[src/rtl/quiz_round_timer.sv]
// quiz_round_timer: round countdown timer for a quiz buzzer system.
// A prescaler divides clk_in by DIV to produce round ticks; time_left counts
// the remaining ticks of the current round down to zero.
// Optional feature macro: QUIZ_WARN_EN adds a registered 'warn' output that
// is high while a round is running with 0 < time_left <= WARN_THRESH.
module quiz_round_timer #(
    parameter int DIV         = 10,
    parameter int CNT_W       = 7,
    parameter int WARN_THRESH = 5
) (
    input  logic             clk_in,
    input  logic             reset_n,
    input  logic             start,
    input  logic             pause,
    input  logic             abort,
    input  logic [CNT_W-1:0] round_len,
    output logic [CNT_W-1:0] time_left,
    output logic             tick,
    output logic             running,
    output logic             expired
`ifdef QUIZ_WARN_EN
    ,
    output logic             warn
`endif
);

    localparam int PS_W = $clog2(DIV);
    localparam logic [PS_W-1:0]  PS_MAX  = PS_W'(DIV - 1);
    localparam logic [PS_W-1:0]  PS_ZERO = {PS_W{1'b0}};
    localparam logic [PS_W-1:0]  PS_ONE  = PS_W'(1);
    localparam logic [CNT_W-1:0] TL_ZERO = {CNT_W{1'b0}};
    localparam logic [CNT_W-1:0] TL_ONE  = CNT_W'(1);

    // Reject configurations outside the supported range at elaboration.
    if (DIV < 2 || DIV > 65535 || WARN_THRESH < 0) begin : g_param_check
        $error("quiz_round_timer: illegal parameter value");
    end

    typedef enum logic [1:0] {
        IDLE  = 2'b00,
        RUN   = 2'b01,
        PAUSE = 2'b10,
        DONE  = 2'b11
    } state_t;

    state_t           state_r;
    state_t           state_s;
    logic [PS_W-1:0]  presc_r;
    logic [PS_W-1:0]  presc_s;
    logic [CNT_W-1:0] time_left_r;
    logic [CNT_W-1:0] time_left_s;
    logic             tick_r;
    logic             tick_s;
    logic             expired_r;
    logic             expired_s;
    logic             running_r;
    logic             running_s;

    // Next-state logic: abort beats start, start beats pause.
    always_comb begin
        state_s     = state_r;
        presc_s     = presc_r;
        time_left_s = time_left_r;
        tick_s      = 1'b0;
        expired_s   = 1'b0;
        if (abort) begin
            state_s     = IDLE;
            presc_s     = PS_ZERO;
            time_left_s = TL_ZERO;
        end else if (start && (state_r == IDLE || state_r == DONE)) begin
            presc_s = PS_ZERO;
            if (round_len != TL_ZERO) begin
                state_s     = RUN;
                time_left_s = round_len;
            end else begin
                // Zero-length round finishes immediately.
                state_s     = DONE;
                time_left_s = TL_ZERO;
                expired_s   = 1'b1;
            end
        end else begin
            case (state_r)
                IDLE: begin
                    presc_s     = PS_ZERO;
                    time_left_s = TL_ZERO;
                end
                RUN, PAUSE: begin
                    if (pause) begin
                        // Freeze prescaler and time_left while paused.
                        state_s = PAUSE;
                    end else if (presc_r >= PS_MAX) begin
                        presc_s = PS_ZERO;
                        tick_s  = 1'b1;
                        if (time_left_r <= TL_ONE) begin
                            // Last tick of the round; never go below zero.
                            state_s     = DONE;
                            time_left_s = TL_ZERO;
                            expired_s   = 1'b1;
                        end else begin
                            state_s     = RUN;
                            time_left_s = time_left_r - TL_ONE;
                        end
                    end else begin
                        state_s = RUN;
                        presc_s = presc_r + PS_ONE;
                    end
                end
                DONE: begin
                    presc_s     = PS_ZERO;
                    time_left_s = TL_ZERO;
                end
                default: begin
                    state_s     = IDLE;
                    presc_s     = PS_ZERO;
                    time_left_s = TL_ZERO;
                end
            endcase
        end
        running_s = (state_s == RUN) || (state_s == PAUSE);
    end

    // State, prescaler and registered outputs.
    always_ff @(posedge clk_in or negedge reset_n) begin
        if (!reset_n) begin
            state_r     <= IDLE;
            presc_r     <= PS_ZERO;
            time_left_r <= TL_ZERO;
            tick_r      <= 1'b0;
            expired_r   <= 1'b0;
            running_r   <= 1'b0;
        end else begin
            state_r     <= state_s;
            presc_r     <= presc_s;
            time_left_r <= time_left_s;
            tick_r      <= tick_s;
            expired_r   <= expired_s;
            running_r   <= running_s;
        end
    end

    assign time_left = time_left_r;
    assign tick      = tick_r;
    assign running   = running_r;
    assign expired   = expired_r;

`ifdef QUIZ_WARN_EN
    logic warn_r;
    logic warn_s;

    // Warning window: running with a small non-zero number of ticks left.
    always_comb begin
        if (running_s && time_left_s != TL_ZERO &&
            time_left_s <= CNT_W'(WARN_THRESH)) begin
            warn_s = 1'b1;
        end else begin
            warn_s = 1'b0;
        end
    end

    // Register the warning so it lines up with time_left.
    always_ff @(posedge clk_in or negedge reset_n) begin
        if (!reset_n) begin
            warn_r <= 1'b0;
        end else begin
            warn_r <= warn_s;
        end
    end

    assign warn = warn_r;
`endif

endmodule
[config.mk]
export PLATFORM = sky130hd
export DESIGN_NAME = quiz_round_timer
export DESIGN_NICKNAME = d
export VERILOG_FILES = /design/src/rtl/quiz_round_timer.sv
export SDC_FILE = /design/constraint.sdc
export NUM_CORES = 1
export LEC_CHECK = 0
export CAP_MARGIN = 10
export CELL_PAD_IN_SITES_DETAIL_PLACEMENT = 0
export CELL_PAD_IN_SITES_GLOBAL_PLACEMENT = 1
export CORE_MARGIN = 2
export CORE_UTILIZATION = 29
export DETAILED_ROUTE_END_ITERATION = 7
export GPL_TIMING_DRIVEN = 1
export PLACE_DENSITY = 0.59
export REMOVE_ABC_BUFFERS = 1
export SLEW_MARGIN = 20
export SYNTH_ARGS = -nofsm -noshare
export SYNTH_HDL_FRONTEND = slang
export SYNTH_SLANG_ARGS = --single-unit
[constraint.sdc]
create_clock -name clk_in -period 5.95 [get_ports clk_in]
set_clock_uncertainty 0.05 [all_clocks]
set_input_delay 1.19 -clock clk_in [delete_from_list [all_inputs] [get_ports clk_in]]
set_output_delay 1.19 -clock clk_in [all_outputs]
set_load 0.02 [all_outputs]
==> results of run 1 <==
==> kinds of logic after synthesis <==
logic type	Yosys count	share of synthesized area (%)
AO/OA/AOI/OAI	33	26.7
XOR/XNOR	6	4.95
multiplexers	2	1.88
flip-flops	16	37.7
buffers and inverters	11	3.89
AND/OR/NAND/NOR	37	19.0
adder cells (fa/ha/maj)	5	5.89
==> power by group <==
group          switching (uW)  internal, uW
Combinational            74.9          72.7
Clock                    32.7          23.5
Sequential               16.1           119
==> worst register-to-register path, delay by kind of cell (launching register included) <==
family | cells | cell delay, ns
AO/OA/AOI/OAI | 3 | 0.99
AND/OR/NAND/NOR | 2 | 0.97
flip-flops | 1 | 0.45
==> metrics by stage <==
step | std cells | hold WS (ns)
after global routing | 177 | 0.594
after detailed placement | 174 | 0.540
after global placement | 174 | 0.529
after floorplan | 107 | 0.491
after CTS | 177 | 0.563
final | 177 | 0.561
==> registers in the layout, indices dropped and copies added (netlist names) <==
| signal | cells |
|---|---|
| expired | 1 |
| running | 1 |
| time_left | 7 |
| state_r | 2 |
| tick | 1 |
| presc_r | 4 |
==> Yosys cell counts (all sizes together) (2+ instances only) <==
library cell / number / share of area (%)
nor2b: 4 / 2.4
o21ai: 6 / 2.8
a221oi: 2 / 3.3
a211oi: 2 / 1.4
xnor2: 3 / 2.5
nor3: 3 / 1.4
a21oi: 4 / 1.9
clkbuf: 3 / 1.1
dfrtp: 16 / 38
inv: 8 / 2.8
nand2: 13 / 4.6
nand2b: 2 / 1.2
nor4: 4 / 2.4
mux2i: 2 / 1.9
nor2: 2 / 0.71
a22o: 7 / 5.8
xor2: 3 / 2.5
ha: 5 / 5.9
or3: 3 / 2.2
==> layer usage <==
metal	wire, um	up-vias	share of wire (%)	track usage [%]
met5	0	-	0	0
met2	1390	12	52	25.0
met3	89	2	3.3	3.47
li1	-	451	-	-
met1	1190	446	44	17.3
met4	29	0	1.1	3.99
==> worst max-delay path by stage <==
stage	from	end	cells after the start	slack (ns)
3_3_place_gp	round_len[5]	time_left[1]	6	2.53
6_report	pause	time_left[4]	6	2.81
3_5_place_dp	round_len[5]	time_left[2]	6	2.52
5_1_grt	round_len[4]	time_left[2]	6	2.69
2_1_floorplan	start	time_left[0]	5	3.32
4_1_cts	round_len[5]	time_left[2]	6	2.81
==> layout make-up <==
cell class                 instances  area (um2)  area share [%]
clock buffer                       3        22.5            1.68
inverter                           8        30.0            2.24
multi-input combinational         83         621            46.3
sequential                        16         400            29.9
tap                               46        57.6            4.29
timing repair buffer              21         210            15.7
==> summary.txt, run 1 <==
outcome -> finished, final reports clean
Routed Antenna Nets -> 0
Cell Pwr Density -> 253 mW/mm2
H-tree Lvls -> 1
Total Wirelength -> 2.70 mm
Iter 0 DRT Violations -> 31
max-cap check violation count -> 0
PostCTS Resize Cnt -> 0
Async SR Flop Fraction -> 100%
Max Fclk -> 319 MHz
main flop type after synthesis -> dfrtp_1
reg2reg start -> time_left[4]
Rows -> 21
crit path buf inv count -> 2
Yosys reg bits -> 16
hold depth -> 1
Num CTS Buffers -> 3
Worst path slowest cell -> clkdlybuf4s50_1
Post-CTS Hold Buffers -> 0
DRT Pass-1 Iters -> 4
crit-path max FO -> 9
Worst-Skew Late Latency -> 0.28 ns
gr usage total -> 14.2%
Slew headroom -> 51.0%
max-slew violations -> 0
routed len/inst -> 15.2 um
setup violators final -> 0
fin crit period -> 3.14 ns
most common cell after layout, fill and taps aside -> clkdlybuf4s50_1
dpl ws -> 2.52 ns
via count -> 911
post-route design area -> 0.00134 mm2
Synth Instances -> 110
Setup Fix Bufs, Post-CTS -> 0
min-delay worst type -> reg2reg
worst-margin pin slew -> 0.733 ns
synthesized area -> 0.00106 mm2
largest net degree at the start of global routing -> 17
ANT cells -> 0
final core utilization -> 39.3%
Synth-to-Final Area Change -> 26.3%
crit path kind -> in2reg
Core Box Area -> 0.00342 mm2
Die Area -> 0.00416 mm2
I/O Buffers -> 21
Reg2Reg Setup Slack -> 3.45 ns
Post-synth EDFFs -> 0
Root Buffer -> clkbuf_4
DP Area -> 0.00132 mm2
Syn Area/Cell -> 9.66 um2
Die Y-Extent -> 64.5 um
crit start category -> input pin
Seq/Total Area, Yosys -> 37.7%
FILL cells -> 369
first-pass GRT wire length -> 4.56 mm
Distinct cells, synth -> 39
clk buf depth -> 2
fin worst setup slack -> 2.81 ns
DRC -> 0
DP HPWL -> 2.10 mm
Tcrit/Tclk final -> 52.7%
Worst-path clk slew -> 0.09 ns
RSZ-0062 raised after global routing -> false
Syn. warnings -> 0
Via density -> 5.15
nets -> 150
initial core utilization -> 31.1%
Leakage -> 0.000580 uW
CP delay by family, top -> compound AO/OA/AOI/OAI gates
WHS Endpoint -> time_left[1]
share of layout cells above drive strength 1 -> 9.16%
worst reg2reg path depth -> 5
GP Congestion -> 0.733
Setup TNS -> 0 ns
total chip power -> 339 uW
initial antenna violation count -> 0
min-delay src -> time_left[1]
Overflow after GRT -> 0
io pins -> 22
critical-path cell list -> clkdlybuf4s50_1 -> nor2b_1 -> o311ai_2 -> inv_1 -> a221oi_4 -> a22o_1
crit path DAT -> 3.31 ns
worst endpoint required time -> 6.12 ns
Final Hold Fails -> 0
most frequent cells in the layout -> clkdlybuf4s50_1 (21), dfrtp_1 (16), nand2_1 (13), inv_1 (8), a22o_1 (7)
Clock Sinks -> 16
TritonCTS clock tree -> done
worst r2r dst -> time_left[4]
IR drop worst, VDD -> 84.7 uV
Die Span X -> 64.5 um
vias in the first global route -> 943
CP Capture Type -> flop
CP max stage delay -> 0.56 ns
(Power assumes the default switching activity.)
==> inputs of run 2 (changes only) <==
- PLACE_DENSITY: 0.59 -> 0.62
- clock period: 5.95 -> 2.55 ns (I/O delays scaled with it)
==> run 2 against run 1 <==
Against the previous run: non-clock buffer count is 8 higher; register-to-register slack worse by 3.4 ns; first-iteration DRC count is 61% lower; routed wire length is 3.5% lower; clock power is 130% higher; final cell count is 4.5% higher; critical path depth is 1 lower; utilization is 1.8 points higher; sequential cell count stayed put; largest cell class unchanged.
==> summary.txt, run 2 (synthesized netlist as in run 1, its figures left out) <==
critical-path cell list -> or4_1 -> or3_4 -> o31a_4 -> a221oi_4 -> a22o_1 (was clkdlybuf4s50_1 -> nor2b_1 -> o311ai_2 -> inv_1 -> a221oi_4 -> a22o_1)
dpl ws -> 0.000686 ns (was 2.52 ns)
Post-CTS Hold Buffers -> 0 (unchanged)
fin worst setup slack -> 0.0859 ns (was 2.81 ns)
Tcrit/Tclk final -> 96.6%
Die Y-Extent -> 64.5 um (unchanged)
TritonCTS clock tree -> done (unchanged)
FILL cells -> 359 (was 369)
Rows -> 21 (unchanged)
Setup TNS -> 0 ns (unchanged)
crit start category -> flop (was input pin)
DRC -> 0 (unchanged)
routed len/inst -> 14.1 um (was 15.2 um)
vias in the first global route -> 931 (was 943)
Overflow after GRT -> 0 (unchanged)
Core Box Area -> 0.00342 mm2 (unchanged)
Worst-Skew Late Latency -> 0.28 ns (about the same)
io pins -> 22 (unchanged)
CP Capture Type -> flop (unchanged)
worst-margin pin slew -> 0.509 ns (was 0.733 ns)
Routed Antenna Nets -> 0 (unchanged)
largest net degree at the start of global routing -> 17 (unchanged)
Num CTS Buffers -> 3 (unchanged)
crit-path max FO -> 6 (was 9)
CP max stage delay -> 0.58 ns (was 0.56 ns)
most common cell after layout, fill and taps aside -> clkdlybuf4s50_1 (unchanged)
fin crit period -> 2.46 ns
first-pass GRT wire length -> 4.46 mm (was 4.56 mm)
IR drop worst, VDD -> 211 uV (was 84.7 uV)
Setup Fix Bufs, Post-CTS -> 0 (unchanged)
Leakage -> 0.000619 uW (was 0.000580 uW)
I/O Buffers -> 21 (unchanged)
Cell Pwr Density -> 578 mW/mm2 (was 253 mW/mm2)
Die Span X -> 64.5 um (unchanged)
Slew headroom -> 66.0% (was 51.0%)
biggest regs -> time_left: 7 flops, presc_r: 4 flops, state_r: 2 flops (unchanged)
Root Buffer -> clkbuf_4 (unchanged)
initial antenna violation count -> 0 (unchanged)
Worst path slowest cell -> or4_1 (was clkdlybuf4s50_1)
Via density -> 4.99 (was 5.15)
Synth-to-Final Area Change -> 31.9% (was 26.3%)
max-cap check violation count -> 0 (unchanged)
Iter 0 DRT Violations -> 12 (was 31)
max-slew violations -> 0 (unchanged)
H-tree Lvls -> 1 (unchanged)
nets -> 158 (was 150)
share of layout cells above drive strength 1 -> 14.4% (was 9.16%)
Top reg by flops -> time_left (unchanged)
DRT Pass-1 Iters -> 4 (unchanged)
Max Fclk -> 406 MHz
initial core utilization -> 31.1% (unchanged)
crit path kind -> reg2reg (was in2reg)
CP delay by family, top -> simple AND/OR/NAND/NOR gates (was compound AO/OA/AOI/OAI gates)
crit path buf inv count -> 0 (was 2)
Die Area -> 0.00416 mm2 (unchanged)
DP HPWL -> 2.05 mm (was 2.10 mm)
most frequent cells in the layout -> clkdlybuf4s50_1 (21), dfrtp_1 (16), nand2_1 (13), inv_1 (8), buf_4 (8) (was clkdlybuf4s50_1 (21), dfrtp_1 (16), nand2_1 (13), inv_1 (8), a22o_1 (7))
Worst-path clk slew -> 0.09 ns (about the same)
hold_ws -> 0.488 ns (was 0.561 ns)
Clock Sinks -> 16 (unchanged)
GP Congestion -> 0.750 (was 0.733)
via count -> 924 (was 911)
Final Hold Fails -> 0 (unchanged)
max reg flops -> 7 (unchanged)
ANT cells -> 0 (unchanged)
worst endpoint required time -> 2.72 ns (was 6.12 ns)
setup violators final -> 0 (unchanged)
crit path DAT -> 2.64 ns (was 3.31 ns)
outcome -> finished, final reports clean (unchanged)
total chip power -> 810 uW (was 339 uW)
RSZ-0062 raised after global routing -> false (unchanged)
clk buf depth -> 2 (unchanged)
PostCTS Resize Cnt -> 0 (unchanged)
min-delay worst type -> in2async (was reg2reg)
gr usage total -> 14.1% (was 14.2%)
Total Wirelength -> 2.60 mm (was 2.70 mm)
-- run 2: cell types whose count changed in the layout (fill, tap and decap cells not counted), sizes merged --
cell / change
buf: +8
-- run 2: metal layers --
layer / GRT usage, % / share of wire [%] / wire, um
met5: 0 / 0 / 0
met4: 5.59 / 0.73 / 19
met3: 2.08 / 2.0 / 52
met2: 25.5 / 51 / 1320
met1: 16.6 / 46 / 1210
-- run 2: area by class of cell --
cell class                      instances  area, um2  area share (%)
Clock buffer                            3       22.5            1.61
Inverter                                8       30.0            2.14
Multi-Input combinational cell         83        621            44.3
Sequential cell                        16        400            28.6
Tap cell                               46       57.6            4.11
Timing Repair Buffer                   29        270            19.3
-- run 2: path summary, 6_finish.rpt --
| check | start | endpoint | slack (ns) | depth (start not counted) |
|---|---|---|---|---|
| worst max-delay path | time_left[4] | time_left[4] | 0.09 | 5 |
| worst min-delay path | reset_n | presc_r[2] | 0.49 | 2 |
| worst max register to register | time_left[4] | time_left[4] | 0.09 | 5 |
| worst min register to register | presc_r[1] | presc_r[1] | 0.55 | 1 |
| max in group asynchronous | reset_n | time_left[3] | 1.77 | 2 |
| min in group clk_in | presc_r[1] | presc_r[1] | 0.55 | 1 |
-- run 2: power by group --
group	total [uW]	internal [uW]	leakage (uW)	switching, uW
Clock	132	54.8	0.0000138	76.8
Sequential	307	278	0.000217	29.3
Combinational	371	184	0.000388	188
Total	810	516	0.000619	294
-- run 2: worst reg2reg max path, stage by stage, from the launching register on --
cell and delay, ns:
dfrtp_1 0.38, or4_1 0.58, or3_4 0.41, o31a_4 0.38, a221oi_4 0.40, a22o_1 0.21
-- run 2: metrics by stage --
step,area (um2),cells,utilization (%)
global placement,1380,182,40.4
finish,1400,185,41.0
CTS,1400,185,41.0
floorplan,1050,107,-
global route,1400,185,41.0
detailed placement,1380,182,40.4
